`src/rtl/ser_pkg.sv`:
```
// Shared FSM state and bit-order constants for the serial deserializer.
package ser_pkg;

  typedef enum logic {
    S_IDLE = 1'b0,
    S_RECV = 1'b1
  } state_e;

  localparam logic DIR_RIGHT = 1'b0;
  localparam logic DIR_LEFT  = 1'b1;

endpackage

```
`src/rtl/deser_hold.sv`:
```
// Valid/ready output register for completed words, with sticky overrun on drop.
module deser_hold #(
  parameter int unsigned WIDTH = 4
) (
  input  logic             clk,
  input  logic             clr_n,
  input  logic             load,
  input  logic [WIDTH-1:0] d,
  input  logic             q_ready,
  input  logic             ovr_clr,
  output logic [WIDTH-1:0] q,
  output logic             q_valid,
  output logic             overrun
);

  logic accept;
  logic drop;

  // A word fits if the slot is empty or being drained this same cycle.
  assign accept = load & (~q_valid | q_ready);
  assign drop   = load & q_valid & ~q_ready;

  always_ff @(posedge clk) begin
    if (!clr_n) begin
      q       <= '0;
      q_valid <= 1'b0;
      overrun <= 1'b0;
    end else begin
      if (accept) begin
        q       <= d;
        q_valid <= 1'b1;
      end else if (q_valid && q_ready) begin
        q_valid <= 1'b0;
      end

      if (drop) begin
        overrun <= 1'b1;
      end else if (ovr_clr) begin
        overrun <= 1'b0;
      end
    end
  end

endmodule

```
`src/rtl/serial_deserializer.sv`:
```
// Serial-to-parallel receiver: framed by sync, per-frame bit order, valid/ready output.
module serial_deserializer
  import ser_pkg::*;
#(
  parameter int unsigned WIDTH = 4,
  localparam int unsigned CW = $clog2(WIDTH)
) (
  input  logic             clk,
  input  logic             clr_n,
  input  logic             en,
  input  logic             sin,
  input  logic             sync,
  input  logic             dir,
  output logic [WIDTH-1:0] q,
  output logic             q_valid,
  input  logic             q_ready,
  output logic             busy,
  output logic             overrun,
  input  logic             ovr_clr
);

  state_e           state_q, state_d;
  logic [WIDTH-1:0] sh_q, sh_d;
  logic [CW-1:0]    cnt_q, cnt_d;
  logic             dir_q, dir_d;
  logic             load;
  logic [WIDTH-1:0] shifted;

  function automatic logic [WIDTH-1:0] shift_in(input logic [WIDTH-1:0] cur, input logic b,
                                                input logic d);
    if (d == DIR_LEFT) begin
      return {cur[WIDTH-2:0], b};
    end
    return {b, cur[WIDTH-1:1]};
  endfunction

  assign shifted = shift_in(sh_q, sin, dir_q);

  always_comb begin
    state_d = state_q;
    sh_d    = sh_q;
    cnt_d   = cnt_q;
    dir_d   = dir_q;
    load    = 1'b0;
    if (en) begin
      if (sync) begin
        // Sync always (re)starts a frame; any partial word is silently discarded.
        dir_d   = dir;
        sh_d    = shift_in(sh_q, sin, dir);
        cnt_d   = CW'(1);
        state_d = S_RECV;
      end else if (state_q == S_RECV) begin
        sh_d = shifted;
        if (cnt_q == CW'(WIDTH - 1)) begin
          load    = 1'b1;
          cnt_d   = '0;
          state_d = S_IDLE;
        end else begin
          cnt_d = cnt_q + CW'(1);
        end
      end
    end
  end

  always_ff @(posedge clk) begin
    if (!clr_n) begin
      state_q <= S_IDLE;
      sh_q    <= '0;
      cnt_q   <= '0;
      dir_q   <= DIR_RIGHT;
    end else begin
      state_q <= state_d;
      sh_q    <= sh_d;
      cnt_q   <= cnt_d;
      dir_q   <= dir_d;
    end
  end

  assign busy = (state_q == S_RECV);

  deser_hold #(
    .WIDTH(WIDTH)
  ) u_hold (
    .clk    (clk),
    .clr_n  (clr_n),
    .load   (load),
    .d      (shifted),
    .q_ready(q_ready),
    .ovr_clr(ovr_clr),
    .q      (q),
    .q_valid(q_valid),
    .overrun(overrun)
  );

endmodule

```
`config.mk`:
```
export PLATFORM = sky130hd
export DESIGN_NAME = serial_deserializer
export DESIGN_NICKNAME = d
export VERILOG_FILES = /design/src/rtl/ser_pkg.sv /design/src/rtl/deser_hold.sv /design/src/rtl/serial_deserializer.sv
export SDC_FILE = /design/constraint.sdc
export NUM_CORES = 1
export LEC_CHECK = 0
export CAP_MARGIN = 20
export CELL_PAD_IN_SITES_DETAIL_PLACEMENT = 1
export CELL_PAD_IN_SITES_GLOBAL_PLACEMENT = 1
export CORE_UTILIZATION = 25
export DETAILED_ROUTE_END_ITERATION = 7
export PLACE_DENSITY = 0.62
export SLEW_MARGIN = 20
export SYNTH_ARGS = -nofsm -noshare
export SYNTH_HDL_FRONTEND = slang
export SYNTH_SLANG_ARGS = --single-unit
```
`constraint.sdc`:
```
create_clock -name clk -period 3.47 [get_ports clk]
set_input_delay 0.694 -clock clk [delete_from_list [all_inputs] [get_ports clk]]
set_output_delay 0.694 -clock clk [all_outputs]
set_load 0.01 [all_outputs]
```
Word level (Yosys, flattened, before mapping)

Cells that the tools add are included.

Bits in registers: 14
Input bits: 8
Output and inout bits: 7
Word-level logic and storage cells: 45

Add/sub/neg operators: 1
Equal/unequal tests: 1
Multiplexer cells: 24
Bitwise operators: 6
Reductions and logical operators: 6

Operators with widths:

| operator                                    | count |
|---|---|
| 2-to-1 mux 4 bit                            | 6 |
| 2-to-1 mux 1 bit                            | 15 |
| 2-to-1 mux 2 bit                            | 3 |
| nonzero test 2 bit                          | 3 |
| AND reduction 2 bit                         | 2 |
| AND 1 bit                                   | 3 |
| adder 2 x 1 -> 2 bit, second input constant | 1 |
| == test 2 bit, second input constant        | 1 |
| NOT 1 bit                                   | 2 |
| logical AND 1 bit                           | 1 |
| OR 1 bit                                    | 1 |

Longest topological paths before layout

Gate-level depths: netlist of run 1.

Depth in word-level cells: 8
Mapped depth: 4

Hierarchy

A second synthesis of run 1 with hierarchy kept.

Cell total of the unflattened synthesis: 73
Area, all modules: 700.7 um^2

By module, submodules not included:

| module              | instances | cells an instance | area each (um^2) | sequential area each (um^2) |
|---|---|---|---|---|
| serial_deserializer | 1         | 47                | 446.7            | 160.2 |
| deser_hold          | 1         | 26                | 254.0            | 120.1 |

Worst setup path after synthesis of run 1

OpenSTA, ideal clock, no wires.

Kind: input port to flip-flop
Start point: in en
End point: reg u_hold.q[2]
Arrival time: 1.381 ns
Data required time: 3.348 ns
Path slack: 1.967 ns
Cell stages on the path: 3
Buffers on the path: 1
Path through: buf_2 -> nand4b_4 -> o311a_1

Longest elaborated chain between the ends: 2

RTL lines:

| item                 | RTL line                  | text |
|---|---|---|
| from (decl)          | serial_deserializer.sv:10 | `input logic en,` |
| 2-to-1 mux 1 bit     | serial_deserializer.sv:45 | `if (en) begin` |
| AND 1 bit            | deser_hold.sv:20          | `assign accept = load & (~q_valid \| q_ready);` |
| to (signal assigned) | deser_hold.sv:25          | `q <= '0;` |
| to (signal assigned) | deser_hold.sv:30          | `q <= d;` |
| to (decl)            | deser_hold.sv:11          | `output logic [WIDTH-1:0] q,` |

Every way passes these cells.
A chain may end at the register's enable or synchronous reset.

Worst setup path in the final report of run 1

Start point: reg state_q (netlist: busy)
End point: out busy

RTL lines:

| item                   | RTL line                  | text |
|---|---|---|
| from (decl)            | serial_deserializer.sv:22 | `state_e state_q, state_d;` |
| from (signal assigned) | serial_deserializer.sv:72 | `state_q <= state_d;` |
| to (decl)              | serial_deserializer.sv:17 | `output logic busy,` |

No word-level cell between the ends.

==> metrics.txt, run 1 <==
worst endpoint required time=2.78 ns; endpoints failing hold=0; setup bufs post-CTS=0; DP Wirelength=1100 um; die area=0.00300 sq mm; DR iter-0 viols=0; Antenna Diode Count=0; PwrDens=352 mW/mm^2; met1 usage=16.0%; Inserted Clock Buffers=3; Slew HR=64.8%; CTS Hold Buffers Added=0; total routed wirelength=1500 um; final non-filler cell total=114; final instance area=878 sq um; DR vias/cell=4.96; unrepaired setup endpoints after global routing=false; CTS resizes=0; most frequent cell after synthesis=dfxtp_1; Worst VDD drop=0.119 mV; Initial Util=27.3%; Placed Area=856 sq um; Crit Path Class=reg2out; Residual DRC=0; standard-cell rows=18; Area Overhead vs Synth=26.3%; number of library cell types mapped by synthesis=25; Horiz. Die Dim=54.8 um; CTS H-tree lvls=1; CP startpoint kind=flip-flop; slowest CP cell=clkdlybuf4s50_1; GPL Wtd Cong=0.700; core area=0.00254 sq mm; met3 usage=2.50%; Most used DFF post-synth=dfxtp_1; worst slew pin tran=0.526 ns; #FFs+latches synth=14; Crit path max-delay family=buffers and inverters; Synth top area share=40.3%; Post-synth EDFFs=0; Synth Cell Area=696 sq um; Skew-Pair Late Insertion Delay=0.28 ns; ys async rst share=0%; Synth Warn #=0; crit path cell chain=clkdlybuf4s50_1; Avg WL per Cell=13.2 um; register area share after synthesis=40.3%; first-pass GRT wire length=2590 um; CP Capture Type=primary output; share of layout cells above drive strength 1=13.1%; Final min period=2.09 ns; # setup viols final=0; CTS tree=done; Achievable Freq=479 MHz; DIE HEIGHT=54.8 um; status=finished, final reports clean; Area contributors post-synth=dfxtp_1 40%, mux2_2 11%, o311a_1 5.8%, a21boi_1 5.4%, a221oi_1 5.0%; clk slew on worst S/H paths=0.08 ns; Final #Nets=95; Post-Place Cells=111; Synth Area per Inst=9.80 sq um; GR peak layer=met2; total track usage=12.5%; GRT overflow=0; clock buffer depth=2; I/O Buffers=14; initial antenna violation count=0; met2 Use GR=19.1%; max-slew violation count=0; post-route ant nets=0; biggest area consumer among synthesized cells=dfxtp_1; Crit path buffers/inverters=1; Root Buffer Master=clkbuf_4; IO Count=15; CTS Sinks=14; data arrival time of the worst path=1.39 ns; worst min path class=reg2reg; post-synth net total=80; CP max stage delay=0.60 ns; synthesized instance count=71; Vias=565; drt first pass iters=1; largest net degree at the start of global routing=15; static leakage=0.329 nW; crit-path max FO=8; vias in the first global route=556; clk_skew=0.00864 ns; synth cell count leaders=14 x dfxtp_1, 7 x mux2_2, 7 x nand2_1; crit share post-route=60.2%; setup tns final=0 ns; Max Cap Viol=0
==> cell type report <==
class,count,area (sq um)
repair buffers,14,140
flip-flops and latches,14,280
multi-input cells,52,394
clock buffers,3,22.5
fillers,306,1670
well taps,30,37.5
inverters,1,3.75
==> layer usage <==
metal	routed length, um	share of wire (%)	vias up
met5	0	0	-
met4	9	0.60	0
met3	40	2.7	2
met2	693	46	5
met1	756	50	265
li1	-	-	293
==> per-stage QoR <==
stage                     util, %  setup WS [ns]  total power [W]  hold WS (ns)
after floorplan                 -           1.97         0.000203         0.434
after global placement       33.6           1.31         0.000220         0.454
after detailed placement     33.6           1.32         0.000220         0.475
after CTS                    34.5           1.36         0.000315         0.487
after global routing         34.5           1.31         0.000328         0.509
final                        34.5           1.38         0.000309         0.483
==> worst paths after layout <==
check                              from                    end  slack, ns  cells after the start
setup reg to reg     dir_q$_SDFFE_PN0P_   sh_q[0]$_SDFFE_PN0P_       2.16                      3
hold / removal    cnt_q[1]$_SDFFE_PN0P_  cnt_q[1]$_SDFFE_PN0P_       0.48                      2
hold reg to reg   cnt_q[1]$_SDFFE_PN0P_  cnt_q[1]$_SDFFE_PN0P_       0.48                      2
setup / recovery      busy$_SDFFE_PN0P_                   busy       1.38                      1
==> report_power, final <==
part	leakage (nW)	total (W)	switching [W]	internal, W
Combinational	0.201	0.0000426	0.0000193	0.0000233
Sequential	0.114	0.000174	0.00000696	0.000167
Clock	0.0138	0.0000931	0.0000529	0.0000402
==> cell usage in the layout, fill, tap and decap left out <==
cell type        netlist  final
dfxtp_1               14     14
clkdlybuf4s50_1        0     14
nand2_1                7      7
mux2_2                 7      7
a21boi_1               5      5
a221oi_1               4      4
o21ai_0                4      4
nor2_1                 4      4
o21bai_1               4      4
o311a_1                4      4
clkbuf_4               0      3
o21ai_1                2      2
mux2_1                 1      1
o21a_1                 1      1
nor3b_1                1      1
nand4b_4               1      1
nor2b_1                1      1
nand3_1                1      1
nand2b_1               1      1
inv_1                  1      1
o22ai_1                1      1
and2_1                 1      1
nand4b_1               1      1
ha_1                   1      1
==> kinds of logic (layout without fill, tap and decap cells) <==
family,Yosys count,count (layout),share of synthesized area [%]
adders and majority gates,1,1,1.80
and+or+nand+nor,18,18,15.1
DFF,14,14,40.3
muxes,8,8,13.0
AOI/OAI and AO/OA,25,25,26.8
buffers and inverters,5,18,3.06
==> registers in the layout (all words and copies together) (netlist names) <==
signal and cells:
sh_q 4, u_hold.overrun 1, u_hold.q_valid 1, busy 1, cnt_q 2, u_hold.q 4, dir_q 1
(Power assumes the default switching activity.)
==> run 2, diff against run 1 <==
--- a/config.mk
+++ b/config.mk
@@ -10,7 +10,7 @@
 export CELL_PAD_IN_SITES_GLOBAL_PLACEMENT = 1
 export CORE_UTILIZATION = 25
 export DETAILED_ROUTE_END_ITERATION = 7
-export PLACE_DENSITY = 0.62
+export PLACE_DENSITY = 0.64
 export SLEW_MARGIN = 20
 export SYNTH_ARGS = -nofsm -noshare
 export SYNTH_HDL_FRONTEND = slang
==> constraint.sdc (replaced) <==
create_clock -name clk -period 1.75 [get_ports clk]
set_input_delay 0.35 -clock clk [delete_from_list [all_inputs] [get_ports clk]]
set_output_delay 0.35 -clock clk [all_outputs]
set_load 0.01 [all_outputs]
==> metrics.txt, run 2 (synthesis results as in run 1) <==
data arrival time of the worst path=1.17 ns; CP startpoint kind=flip-flop; endpoints failing hold=0; total track usage=13.2%; crit share post-route=86.9%; Inserted Clock Buffers=3; DR vias/cell=5.15; # setup viols final=0; standard-cell rows=18; worst min path class=reg2reg; Final #Nets=100; clk_skew=0.00585 ns; Root Buffer Master=clkbuf_4; slowest CP cell=clkdlybuf4s50_1; Crit path buffers/inverters=1; clock buffer depth=2; setup tns final=0 ns; Final WS setup=0.229 ns; clk slew on worst S/H paths=0.08 ns; GRT overflow=0; initial antenna violation count=0; Achievable Freq=657 MHz; CP Capture Type=primary output; worst slew pin tran=0.523 ns; Crit path max-delay family=buffers and inverters; commonest non-fill, non-tap cells in the layout=14 x dfxtp_1, 14 x clkdlybuf4s50_1, 7 x nand2_1, 7 x mux2_2; core area=0.00254 sq mm; crit path cell chain=clkdlybuf4s50_1; pre-CTS setup slack=-0.0197 ns; Worst Hold Slack=0.474 ns; CTS resizes=0; Area Overhead vs Synth=31.7%; DR iter-0 viols=3; Vias=613; drt first pass iters=4; fill cell count=303; share of layout cells above drive strength 1=18.0%; setup bufs post-CTS=0; Slew HR=65.1%; Max Cap Viol=0; IO Count=15; Worst R2R Setup Slack=0.44 ns; Avg WL per Cell=13.8 um; PwrDens=689 mW/mm^2; max-slew violation count=0; DP Wirelength=1200 um; Skew-Pair Late Insertion Delay=0.29 ns; status=finished, final reports clean; Worst VDD drop=0.249 mV; unrepaired setup endpoints after global routing=false; worst endpoint required time=1.40 ns; Horiz. Die Dim=54.8 um; largest net degree at the start of global routing=15; GPL Wtd Cong=0.656; Crit Path Class=reg2out; CTS Sinks=14; Final min period=1.52 ns; CP max stage delay=0.54 ns; CTS Hold Buffers Added=0; DIE HEIGHT=54.8 um; post-route ant nets=0; I/O Buffers=14; Antenna Diode Count=0; vias in the first global route=598; largest registers=sh_q x4, u_hold.q x4, cnt_q x2; CTS tree=done; total routed wirelength=1650 um; crit-path max FO=3; die area=0.00300 sq mm; static leakage=0.353 nW; Residual DRC=0; first-pass GRT wire length=2680 um; Initial Util=27.3%; CTS H-tree lvls=1; Tot Pwr=0.000631 W
run 2: worst paths after layout:
check | startpoint | end | cells after the start
min reg2reg | cnt_q[1]$_SDFFE_PN0P_ | cnt_q[1]$_SDFFE_PN0P_ | 2
min | cnt_q[1]$_SDFFE_PN0P_ | cnt_q[1]$_SDFFE_PN0P_ | 2
max | u_hold.q_valid$_SDFFE_PN0P_ | q_valid | 1
max reg2reg | dir_q$_SDFFE_PN0P_ | sh_q[0]$_SDFFE_PN0P_ | 3
run 2: area by class of cell:
| cell class | instances | area, sq um | share of cell area, % |
|---|---|---|---|
| repair buffers | 19 | 178 | 19.4 |
| inverters | 1 | 3.75 | 0.410 |
| clock buffers | 3 | 22.5 | 2.46 |
| flip-flops and latches | 14 | 280 | 30.6 |
| well taps | 30 | 37.5 | 4.10 |
| multi-input cells | 52 | 394 | 43.0 |
run 2: power by group:
| group | leakage [nW] | internal (W) | total (W) | switching (W) |
|---|---|---|---|---|
| clock | 0.0138 | 0.0000800 | 0.000191 | 0.000111 |
| combinational | 0.225 | 0.0000537 | 0.0000983 | 0.0000446 |
| sequential | 0.114 | 0.000330 | 0.000342 | 0.0000112 |
| total | 0.353 | 0.000464 | 0.000631 | 0.000167 |
run 2: worst min-delay path, delay by kind of cell, from the launching register on:
family / cells / cell delay [ns]
flops: 1 / 0.32
compound gates: 1 / 0.06
simple gates: 1 / 0.06
run 2: routing by layer:
layer / vias up / routed length [um] / GRT usage, %
met5: - / 0 / 0
met4: 0 / 42 / 8.97
met3: 4 / 60 / 3.33
met2: 10 / 771 / 21.7
met1: 296 / 773 / 14.9
li1: 303 / - / -
run 2: stage by stage:
step	instance area [sq um]	std cells	utilization [%]
floorplan	696	71	-
global placement	893	116	35.1
detailed placement	893	116	35.1
CTS	916	119	36.0
global route	916	119	36.0
finish	916	119	36.0
==> run 3, diff against run 2 <==
--- a/config.mk
+++ b/config.mk
@@ -8,8 +8,10 @@
 export CAP_MARGIN = 20
 export CELL_PAD_IN_SITES_DETAIL_PLACEMENT = 1
 export CELL_PAD_IN_SITES_GLOBAL_PLACEMENT = 1
+export CORE_MARGIN = 2
 export CORE_UTILIZATION = 25
 export DETAILED_ROUTE_END_ITERATION = 7
+export MAX_ROUTING_LAYER = met4
 export PLACE_DENSITY = 0.64
 export SLEW_MARGIN = 20
 export SYNTH_ARGS = -nofsm -noshare
==> metrics.txt, run 3 (synthesis results as in run 1) <==
status=finished, final reports clean; CTS Hold Buffers Added=0; Area Overhead vs Synth=30.8%; worst min path class=reg2reg; share of layout cells above drive strength 1=17.0%; FF-to-FF Start=dir_q$_SDFFE_PN0P_; core area=0.00271 sq mm; clk_skew=0.00135 ns; die area=0.00322 sq mm; DIE HEIGHT=56.8 um; largest net degree at the start of global routing=15; worst slew pin tran=0.519 ns; Crit. Startpoint=u_hold.q_valid$_SDFFE_PN0P_; slowest CP cell=clkdlybuf4s50_1; total track usage=11.9%; Horiz. Die Dim=56.8 um; Worst R2R Setup Slack=0.46 ns; CP Capture Type=primary output; Initial Util=25.7%; GRT overflow=0; CTS resizes=0; path depth of the worst reg2reg path=3; post-route ant nets=0; Achievable Freq=663 MHz; vias in the first global route=615; I/O Buffers=14; CTS Sinks=14; Post-Place Cells=116; Crit path max-delay family=buffers and inverters; setup tns final=0 ns; Worst VDD drop=0.338 mV; unrepaired setup endpoints after global routing=false; area taken by multi-input logic gates=394 sq um; utilization of the core after routing=33.6%; Slew HR=65.3%; Antenna Diode Count=0; Root Buffer Master=clkbuf_4; static leakage=0.348 nW; CP max stage delay=0.54 ns; Vias=611; Final min period=1.51 ns; CTS H-tree lvls=1; final instance area=910 sq um; crit path cell chain=clkdlybuf4s50_1; initial antenna violation count=0; first-pass GRT wire length=2910 um; stages on the worst setup path=1; CTS tree=done; setup bufs post-CTS=0; PwrDens=680 mW/mm^2; DR iter-0 viols=4; drt first pass iters=4; IO Count=15; CP startpoint kind=flip-flop; data arrival time of the worst path=1.16 ns; clk slew on worst S/H paths=0.08 ns; final non-filler cell total=119; crit share post-route=86.2%; GPL Wtd Cong=0.820; endpoints failing hold=0; Inserted Clock Buffers=3; max-slew violation count=0; Worst Setup EP=q_valid; Placed Area=887 sq um; Crit Path Class=reg2out; Worst Hold Slack=0.469 ns; standard-cell rows=19; # setup viols final=0; Max Cap Viol=0; fill cell count=329; Residual DRC=0; DP Wirelength=1260 um; largest registers=sh_q x4, u_hold.q x4, cnt_q x2; Crit path buffers/inverters=1; crit-path max FO=3; r2r endpoint=sh_q[3]$_SDFFE_PN0P_; clock buffer depth=2; DR vias/cell=5.13; Final #Nets=99; worst endpoint required time=1.40 ns; commonest non-fill, non-tap cells in the layout=14 x dfxtp_1, 14 x clkdlybuf4s50_1, 7 x nand2_1, 7 x mux2_2, 5 x a21boi_1; Avg WL per Cell=14.0 um; Skew-Pair Late Insertion Delay=0.27 ns; total routed wirelength=1670 um; hold depth=2; Register Area=280 sq um
## run 3: cell types whose count changed in the layout (fill, tap and decap cells not counted)
cell	delta
buf_4	-1
## run 3: area by class of cell
type,count,share of cell area [%]
multi-input combinational,52,43.3
clock buffer,3,2.48
inverter,1,0.413
sequential,14,30.8
tap,31,4.26
timing repair buffer,18,18.7
## run 3: worst min path at each step
stage                                from               endpoint  slack [ns]
global placement    cnt_q[1]$_SDFFE_PN0P_  cnt_q[1]$_SDFFE_PN0P_        0.45
CTS                 cnt_q[1]$_SDFFE_PN0P_  cnt_q[1]$_SDFFE_PN0P_        0.48
detailed placement  cnt_q[1]$_SDFFE_PN0P_  cnt_q[1]$_SDFFE_PN0P_        0.46
floorplan           cnt_q[1]$_SDFFE_PN0P_  cnt_q[1]$_SDFFE_PN0P_        0.43
finish              cnt_q[1]$_SDFFE_PN0P_  cnt_q[1]$_SDFFE_PN0P_        0.47
global route        cnt_q[1]$_SDFFE_PN0P_  cnt_q[1]$_SDFFE_PN0P_        0.49
## run 3: where the power goes
part	total, W	switching (W)	internal [W]
registers	0.000342	0.0000115	0.000330
clock network	0.000180	0.000100	0.0000796
logic	0.0000969	0.0000445	0.0000524
## run 3: routing by layer
layer,vias up,track usage (%),share of wire [%]
li1,303,-,-
met1,299,15.1,47
met2,9,18.1,49
met3,0,3.00,4.2
met4,0,4.98,0
met5,-,-,0
## run 3: per-stage QoR
step | setup WS [ns] | total power, W
after floorplan | 0.559 | 0.000402
after global placement | 0.0376 | 0.000443
after detailed placement | -0.00236 | 0.000447
after CTS | 0.209 | 0.000634
after global routing | 0.170 | 0.000661
final | 0.242 | 0.000618
